[config.mk]
export PLATFORM = sky130hd
export DESIGN_NAME = sys_reg_file_flat
export DESIGN_NICKNAME = d
export VERILOG_FILES = /design/src/rtl/sys_reg_file_if.sv /design/src/rtl/sys_reg_file.sv /design/src/flat_wrapper.sv
export SDC_FILE = /design/constraint.sdc
export NUM_CORES = 1
export LEC_CHECK = 0
export CAP_MARGIN = 20
export CELL_PAD_IN_SITES_DETAIL_PLACEMENT = 0
export CELL_PAD_IN_SITES_GLOBAL_PLACEMENT = 1
export CORE_MARGIN = 2
export CORE_UTILIZATION = 49
export CTS_CLUSTER_DIAMETER = 100
export DETAILED_ROUTE_END_ITERATION = 16
export GPL_ROUTABILITY_DRIVEN = 0
export GPL_TIMING_DRIVEN = 0
export PLACE_DENSITY = 0.86
export SLEW_MARGIN = 20
export SYNTH_ARGS = -nofsm -noshare
export SYNTH_HDL_FRONTEND = slang
export SYNTH_SLANG_ARGS = --single-unit
[constraint.sdc]
create_clock -name clk -period 1.54 [get_ports clk]
set_input_delay 0.231 -clock clk [delete_from_list [all_inputs] [get_ports clk]]
set_output_delay 0.231 -clock clk [all_outputs]
set_load 0.05 [all_outputs]
[src/rtl/sys_reg_file_if.sv]
// Command/response bus between the system controller and the register file.
`default_nettype none

interface sys_reg_file_if #(
  parameter int DATA_WIDTH = 8,
  parameter int ADDR_WIDTH = 4
);
  logic                  wr_en;
  logic                  rd_en;
  logic [ADDR_WIDTH-1:0] addr;
  logic [DATA_WIDTH-1:0] wr_data;
  logic [DATA_WIDTH-1:0] rd_data;
  logic                  rd_valid;

  modport master (
    output wr_en, rd_en, addr, wr_data,
    input  rd_data, rd_valid
  );

  modport slave (
    input  wr_en, rd_en, addr, wr_data,
    output rd_data, rd_valid
  );
endinterface

`default_nettype wire

[src/rtl/sys_reg_file.sv]
// ============================================================================
// Module   : sys_reg_file
// Purpose  : Controller-facing register file; locations 0-3 drive ALU operands,
//            UART config and clock-divider ratio continuously.
// Revision : 1.0 - initial release
// ============================================================================
`default_nettype none

module sys_reg_file #(
  parameter int DATA_WIDTH = 8,
  parameter int ADDR_WIDTH = 4,
  parameter int DEPTH      = 16
) (
  input  wire logic                  clk,
  input  wire logic                  rst_n,
  sys_reg_file_if.slave              bus,
  output logic      [DATA_WIDTH-1:0] reg0,
  output logic      [DATA_WIDTH-1:0] reg1,
  output logic      [DATA_WIDTH-1:0] reg2,
  output logic      [DATA_WIDTH-1:0] reg3
);

  // DEPTH must be at least 4 so the dedicated outputs exist.
  localparam int                    IDX_W        = $clog2(DEPTH);
  localparam logic [ADDR_WIDTH:0]   DEPTH_CMP    = (ADDR_WIDTH + 1)'(DEPTH);
  localparam logic [DATA_WIDTH-1:0] UART_CFG_RST = DATA_WIDTH'(8'h81);
  localparam logic [DATA_WIDTH-1:0] CLK_DIV_RST  = DATA_WIDTH'(8'h20);

  logic [DATA_WIDTH-1:0] mem [DEPTH];
  logic [DATA_WIDTH-1:0] rd_data_q;
  logic                  rd_valid_q;

  logic                  in_range;
  logic [IDX_W-1:0]      idx;
  logic                  do_write;
  logic                  do_read;

  function automatic logic [DATA_WIDTH-1:0] reset_value(input int loc);
    case (loc)
      2:       return UART_CFG_RST;
      3:       return CLK_DIV_RST;
      default: return '0;
    endcase
  endfunction

  assign in_range = ({1'b0, bus.addr} < DEPTH_CMP);
  assign idx      = bus.addr[IDX_W-1:0];
  // Simultaneous write and read is an illegal request: both are dropped.
  assign do_write = bus.wr_en && !bus.rd_en && in_range;
  assign do_read  = bus.rd_en && !bus.wr_en;

  always_ff @(posedge clk or negedge rst_n) begin
    if (!rst_n) begin
      for (int i = 0; i < DEPTH; i++) begin
        mem[i] <= reset_value(i);
      end
    end else if (do_write) begin
      mem[idx] <= bus.wr_data;
    end
  end

  // Out-of-range reads still pulse valid so the controller never stalls.
  always_ff @(posedge clk or negedge rst_n) begin
    if (!rst_n) begin
      rd_data_q  <= '0;
      rd_valid_q <= 1'b0;
    end else begin
      rd_valid_q <= do_read;
      if (do_read) begin
        rd_data_q <= in_range ? mem[idx] : '0;
      end
    end
  end

  assign bus.rd_data  = rd_data_q;
  assign bus.rd_valid = rd_valid_q;

  assign reg0 = mem[0];
  assign reg1 = mem[1];
  assign reg2 = mem[2];
  assign reg3 = mem[3];

endmodule

`default_nettype wire
[src/flat_wrapper.sv]
// flat-port wrapper written by rule: the top's interface ports become plain ports
module sys_reg_file_flat 
#(
  parameter int DATA_WIDTH = 8,
  parameter int ADDR_WIDTH = 4,
  parameter int DEPTH      = 16
)
  (clk, rst_n, reg0, reg1, reg2, reg3, bus_wr_en, bus_rd_en, bus_addr, bus_wr_data, bus_rd_data, bus_rd_valid);
  sys_reg_file_if #(.DATA_WIDTH(DATA_WIDTH), .ADDR_WIDTH(ADDR_WIDTH)) bus_i ();
  input  wire logic clk;
  input  wire logic rst_n;
  output logic      [DATA_WIDTH-1:0] reg0;
  output logic      [DATA_WIDTH-1:0] reg1;
  output logic      [DATA_WIDTH-1:0] reg2;
  output logic      [DATA_WIDTH-1:0] reg3;
  input wire logic [$bits(bus_i.wr_en)-1:0] bus_wr_en;
  input wire logic [$bits(bus_i.rd_en)-1:0] bus_rd_en;
  input wire logic [$bits(bus_i.addr)-1:0] bus_addr;
  input wire logic [$bits(bus_i.wr_data)-1:0] bus_wr_data;
  output wire logic [$bits(bus_i.rd_data)-1:0] bus_rd_data;
  output wire logic [$bits(bus_i.rd_valid)-1:0] bus_rd_valid;
  assign bus_i.wr_en = bus_wr_en;
  assign bus_i.rd_en = bus_rd_en;
  assign bus_i.addr = bus_addr;
  assign bus_i.wr_data = bus_wr_data;
  assign bus_rd_data = bus_i.rd_data;
  assign bus_rd_valid = bus_i.rd_valid;
  sys_reg_file #(.DATA_WIDTH(DATA_WIDTH), .ADDR_WIDTH(ADDR_WIDTH), .DEPTH(DEPTH)) u_core (.clk(clk), .rst_n(rst_n), .bus(bus_i), .reg0(reg0), .reg1(reg1), .reg2(reg2), .reg3(reg3));
endmodule
==> insert_results.sql <==
INSERT INTO impl_metrics (metric_group, metric, value, unit) VALUES
('routing', 'routed_wl', '15130', 'um'),
('finish', 'finalCoreUtilization', '60.25', '%'),
('synth', 'ys_seq_area_share', '52.53', '%'),
('die', 'fp.dieH', '119.5', 'um'),
('synth', 'ys_seq_elements', '137', ''),
('routing', 'routed_via_count', '3945', ''),
('synth', 'post_synth_instance_area', '6534', 'sq um'),
('min_path', 'class_of_the_tightest_hold_or_removal_check', 'input port to asynchronous set/reset pin', ''),
('sta', 'setup_violations', '0', ''),
('die', 'floorplan.initialDensity', '49.73', '%'),
('synth', 'main_combinational_cell_family_by_area_after_synthesis', 'multiplexers', ''),
('routing', 'via_per_inst', '5.580', ''),
('pwr', 'power.ir.vdd_worst', '0.9679', 'mV'),
('routing', 'first_pass_iters', '4', ''),
('finish', 'fillers', '1037', ''),
('global_routing', 'grt_usage', '22.94', '%'),
('finish', 'antenna_diode_count', '0', ''),
('clock_network', 'insertion_delay_of_the_later_clocked_pin_in_the_worst_skew_pair', '420', 'ps'),
('sta', 'final.min_clock_period', '1515', 'ps'),
('setup_path', 'worst_r2r_startpoint', 'u_core.mem[50]$_DFFE_PN0P_', ''),
('sta', 'skew', '6.792', 'ps'),
('clock_network', 'clkTransAtPathRegs', '60', 'ps'),
('synth', 'post_synthesis_instance_total', '435', ''),
('synth', 'synth-adder-area-share', '0', '%'),
('setup_path', 'ff2ff_path_depth', '3', ''),
('sta', 'achievable-frequency', '0.6599', 'GHz'),
('synth', 'post_synth_num_cell_types', '32', ''),
('setup_path', 'required', '1830', 'ps'),
('global_routing', 'gr-total-overflow', '0', ''),
('setup_path', 'timing.reg2reg.setup_slack', '20', 'ps'),
('clock_network', 'clock_tree.htree_level_count', '4', ''),
('die', 'fp.dieArea', '14270', 'sq um'),
('finish', 'layout-area-overhead-vs-synth', '21.14', '%'),
('sta', 'unrepaired_setup_endpoints_after_global_routing', 'no', ''),
('finish', 'footprint_of_the_flip_flops_and_latches', '3432', 'sq um'),
('clock_network', 'cts_tree', 'built', ''),
('global_routing', 'grt_antenna_before_repair', '0', ''),
('setup_path', 'cp.arrival', '1800', 'ps'),
('sta', 'timing.final.hold_violations', '0', ''),
('routing', 'post-route-drc-count', '0', ''),
('setup_path', 'regToRegEndpoint', 'u_core.bus.rd_data[2]$_DFFE_PN0P_', ''),
('die', 'core_region_area', '13140', 'sq um'),
('finish', 'multi_input_area', '2685', 'sq um'),
('global_routing', 'grt_start_max_net_pins', '74', ''),
('pwr', 'total_power', '11.04', 'mW'),
('synth', 'synth_fp_nets', '451', ''),
('routing', 'drt_first_iter_violations', '219', ''),
('routing', 'drt_antenna_net_count', '0', ''),
('sta', 'slew_headroom', '55.94', '%'),
('pwr', 'pwr_density_cell', '1394', 'nW/um^2'),
('die', 'dieWidth', '119.5', 'um'),
('setup_path', 'type_of_destination_of_the_critical_path', 'flop', ''),
('job', 'maxCapViolations', '0', ''),
('finish', 'nets', '534', ''),
('synth', 'synth_compound_gate_area_share', '3.064', '%'),
('synth', 'synth_area_per_cell', '15.02', 'sq um'),
('setup_path', 'critical_path_class', 'flop to flop', ''),
('pwr', 'power.leakage', '3.623', 'nW'),
('placement', 'port_buffers', '54', ''),
('setup_path', 'worst_setup_sp_type', 'flop', ''),
('synth', 'synth-xor-area-share', '0', '%'),
('synth', 'synthesized_area_fraction_occupied_by_and_or_nand_nor_cells', '4.558', '%'),
('finish', 'layout-drive-gt1-share', '55.56', '%'),
('sta', 'slew_violations', '0', ''),
('synth', 'count_of_synthesis_stage_warnings_from_yosys', '0', ''),
('clock_network', 'clock-sinks', '137', ''),
('die', 'floorplan.io_pins', '57', ''),
('placement', 'placed_area', '7327', 'sq um'),
('global_routing', 'number_of_global_route_vias_before_repair', '4254', ''),
('clock_network', 'cts_inserted_buffers', '17', ''),
('clock_network', 'clockBufferDepth', '2', ''),
('setup_path', 'cp_max_fo', '2', ''),
('routing', 'drt-wirelength-per-cell', '21.40', 'um'),
('sta', 'post_route_worst_hold_slack', '337.2', 'ps'),
('global_routing', 'grt_first_pass_wirelength', '23750', 'um'),
('clock_network', 'cts-root-buf', 'sky130_fd_sc_hd__clkbuf_16', ''),
('run_status', 'run_status', 'finished clean', ''),
('die', 'floorplan.rows', '42', ''),
('synth', 'yosys-mux-area-fraction', '33.24', '%'),
('sta', 'final.period_utilization', '98.40', '%'),
('sta', 'worst_pin_slew', '660.8', 'ps'),
('placement', 'detailed_place_hpwl', '10310', 'um'),
('finish', 'final_instance_area', '7915', 'sq um');
-- cell usage in the layout, fill, tap and decap left out, types with 7 or more instances in the layout --
master | netlist | layout
sky130_fd_sc_hd__dfrtp_1 | 134 | 134
sky130_fd_sc_hd__mux2_2 | 112 | 112
sky130_fd_sc_hd__buf_4 | 36 | 48
sky130_fd_sc_hd__mux4_2 | 24 | 24
sky130_fd_sc_hd__clkdlybuf4s15_2 | 0 | 22
sky130_fd_sc_hd__clkbuf_16 | 0 | 17
sky130_fd_sc_hd__mux2i_1 | 16 | 16
sky130_fd_sc_hd__buf_2 | 6 | 13
sky130_fd_sc_hd__clkbuf_1 | 8 | 10
sky130_fd_sc_hd__nor2_1 | 10 | 10
sky130_fd_sc_hd__buf_6 | 7 | 9
sky130_fd_sc_hd__nand2_1 | 9 | 9
sky130_fd_sc_hd__nand2_2 | 9 | 9
sky130_fd_sc_hd__mux2_4 | 8 | 8
sky130_fd_sc_hd__mux2_1 | 8 | 8
sky130_fd_sc_hd__a31oi_1 | 8 | 8
sky130_fd_sc_hd__clkinv_2 | 0 | 8
sky130_fd_sc_hd__clkdlybuf4s50_1 | 0 | 8
sky130_fd_sc_hd__o221a_1 | 7 | 7
-- worst max-delay path, cell delays in order, from the launching register on --
cell and delay [ps]:
sky130_fd_sc_hd__dfrtp_1 390, sky130_fd_sc_hd__mux4_2 510, sky130_fd_sc_hd__a22oi_1 360, sky130_fd_sc_hd__a31oi_1 130
-- registers in the layout (all words and copies together), names as in the netlist --
| register | cells |
|---|---|
| u_core.bus.rd_data | 8 |
| u_core.reg1 | 8 |
| u_core.reg3 | 8 |
| u_core.bus.rd_valid | 1 |
| u_core.mem | 96 |
| u_core.reg2 | 8 |
| u_core.reg0 | 8 |
-- cell families after synthesis --
logic type	count (synthesis)
and+or+nand+nor	46
AOI/OAI and AO/OA	24
buffers and inverters	60
DFF	137
muxes	168
-- per-stage QoR --
stage | worst slack, ps | instances | TNS, ps
floorplan | 79.93 | 435 | 0
global placement | -4890 | 665 | -729150
detailed placement | -892.7 | 666 | -69320
CTS | 1.993 | 706 | 0
global route | 2.944 | 707 | 0
finish | 24.58 | 707 | 0
-- layout make-up --
cell class / count / area share (%)
repair buffers: 64 / 7.525
well taps: 176 / 2.782
flip-flops and latches: 137 / 43.36
plain buffers: 60 / 5.643
clock buffers: 23 / 6.165
clock inverters: 9 / 0.6007
multi-input cells: 238 / 33.92
-- worst max-delay path by stage --
stage / startpoint / end
detailed placement: bus_addr[2] / u_core.bus.rd_data[3]$_DFFE_PN0P_
floorplan: bus_addr[1] / u_core.mem[24]$_DFFE_PN0P_
global placement: rst_n / u_core.reg2[4]$_DFFE_PN0P_
CTS: u_core.reg2[1]$_DFFE_PN0P_ / reg2[1]
global route: u_core.reg2[2]$_DFFE_PN0P_ / reg2[2]
finish: u_core.mem[50]$_DFFE_PN0P_ / u_core.bus.rd_data[2]$_DFFE_PN0P_
-- synth_stat cells, drive strengths merged --
cell type,count,area [sq um]
clkbuf,8,30.03
and2,1,7.510
buf,52,401.6
nand2b,1,6.260
and2b,2,16.27
a22oi,8,60.06
mux2i,16,160.2
nor2,11,43.80
nand3b,1,11.26
mux2,128,1471
dfstp,3,78.83
mux4,24,540.5
nor2b,6,37.54
and3,1,11.26
and4bb,2,32.53
nor4b,1,23.77
nand4b,1,8.760
or3b,1,8.760
a31oi,8,50.05
o221a,8,90.09
nand2,18,90.08
dfrtp,134,3353
-- where the power goes --
part	internal, mW	total (mW)	switching, mW
logic	1.29	2.70	1.41
clock network	2.20	3.63	1.43
registers	4.30	4.70	0.400
total	7.79	11.0	3.24
-- layer usage --
layer  GRT usage [%]  share of wire, %
met2           36.25                49
met1           29.90                43
met4           11.25               3.0
met3           5.364               4.5
met5               0                 0
-- timing repair --
item | 4_1_cts | 5_1_grt
resized for setup | 142 | 16
setup buffers | 7 | 1
endpoints found under the hold margin | 62 | 0
pin swaps | 4 | 1
hold buffers | 1 | 0
endpoints found under the setup margin | 137 | 45
Note: power is estimated with default switching activity, not from simulation.
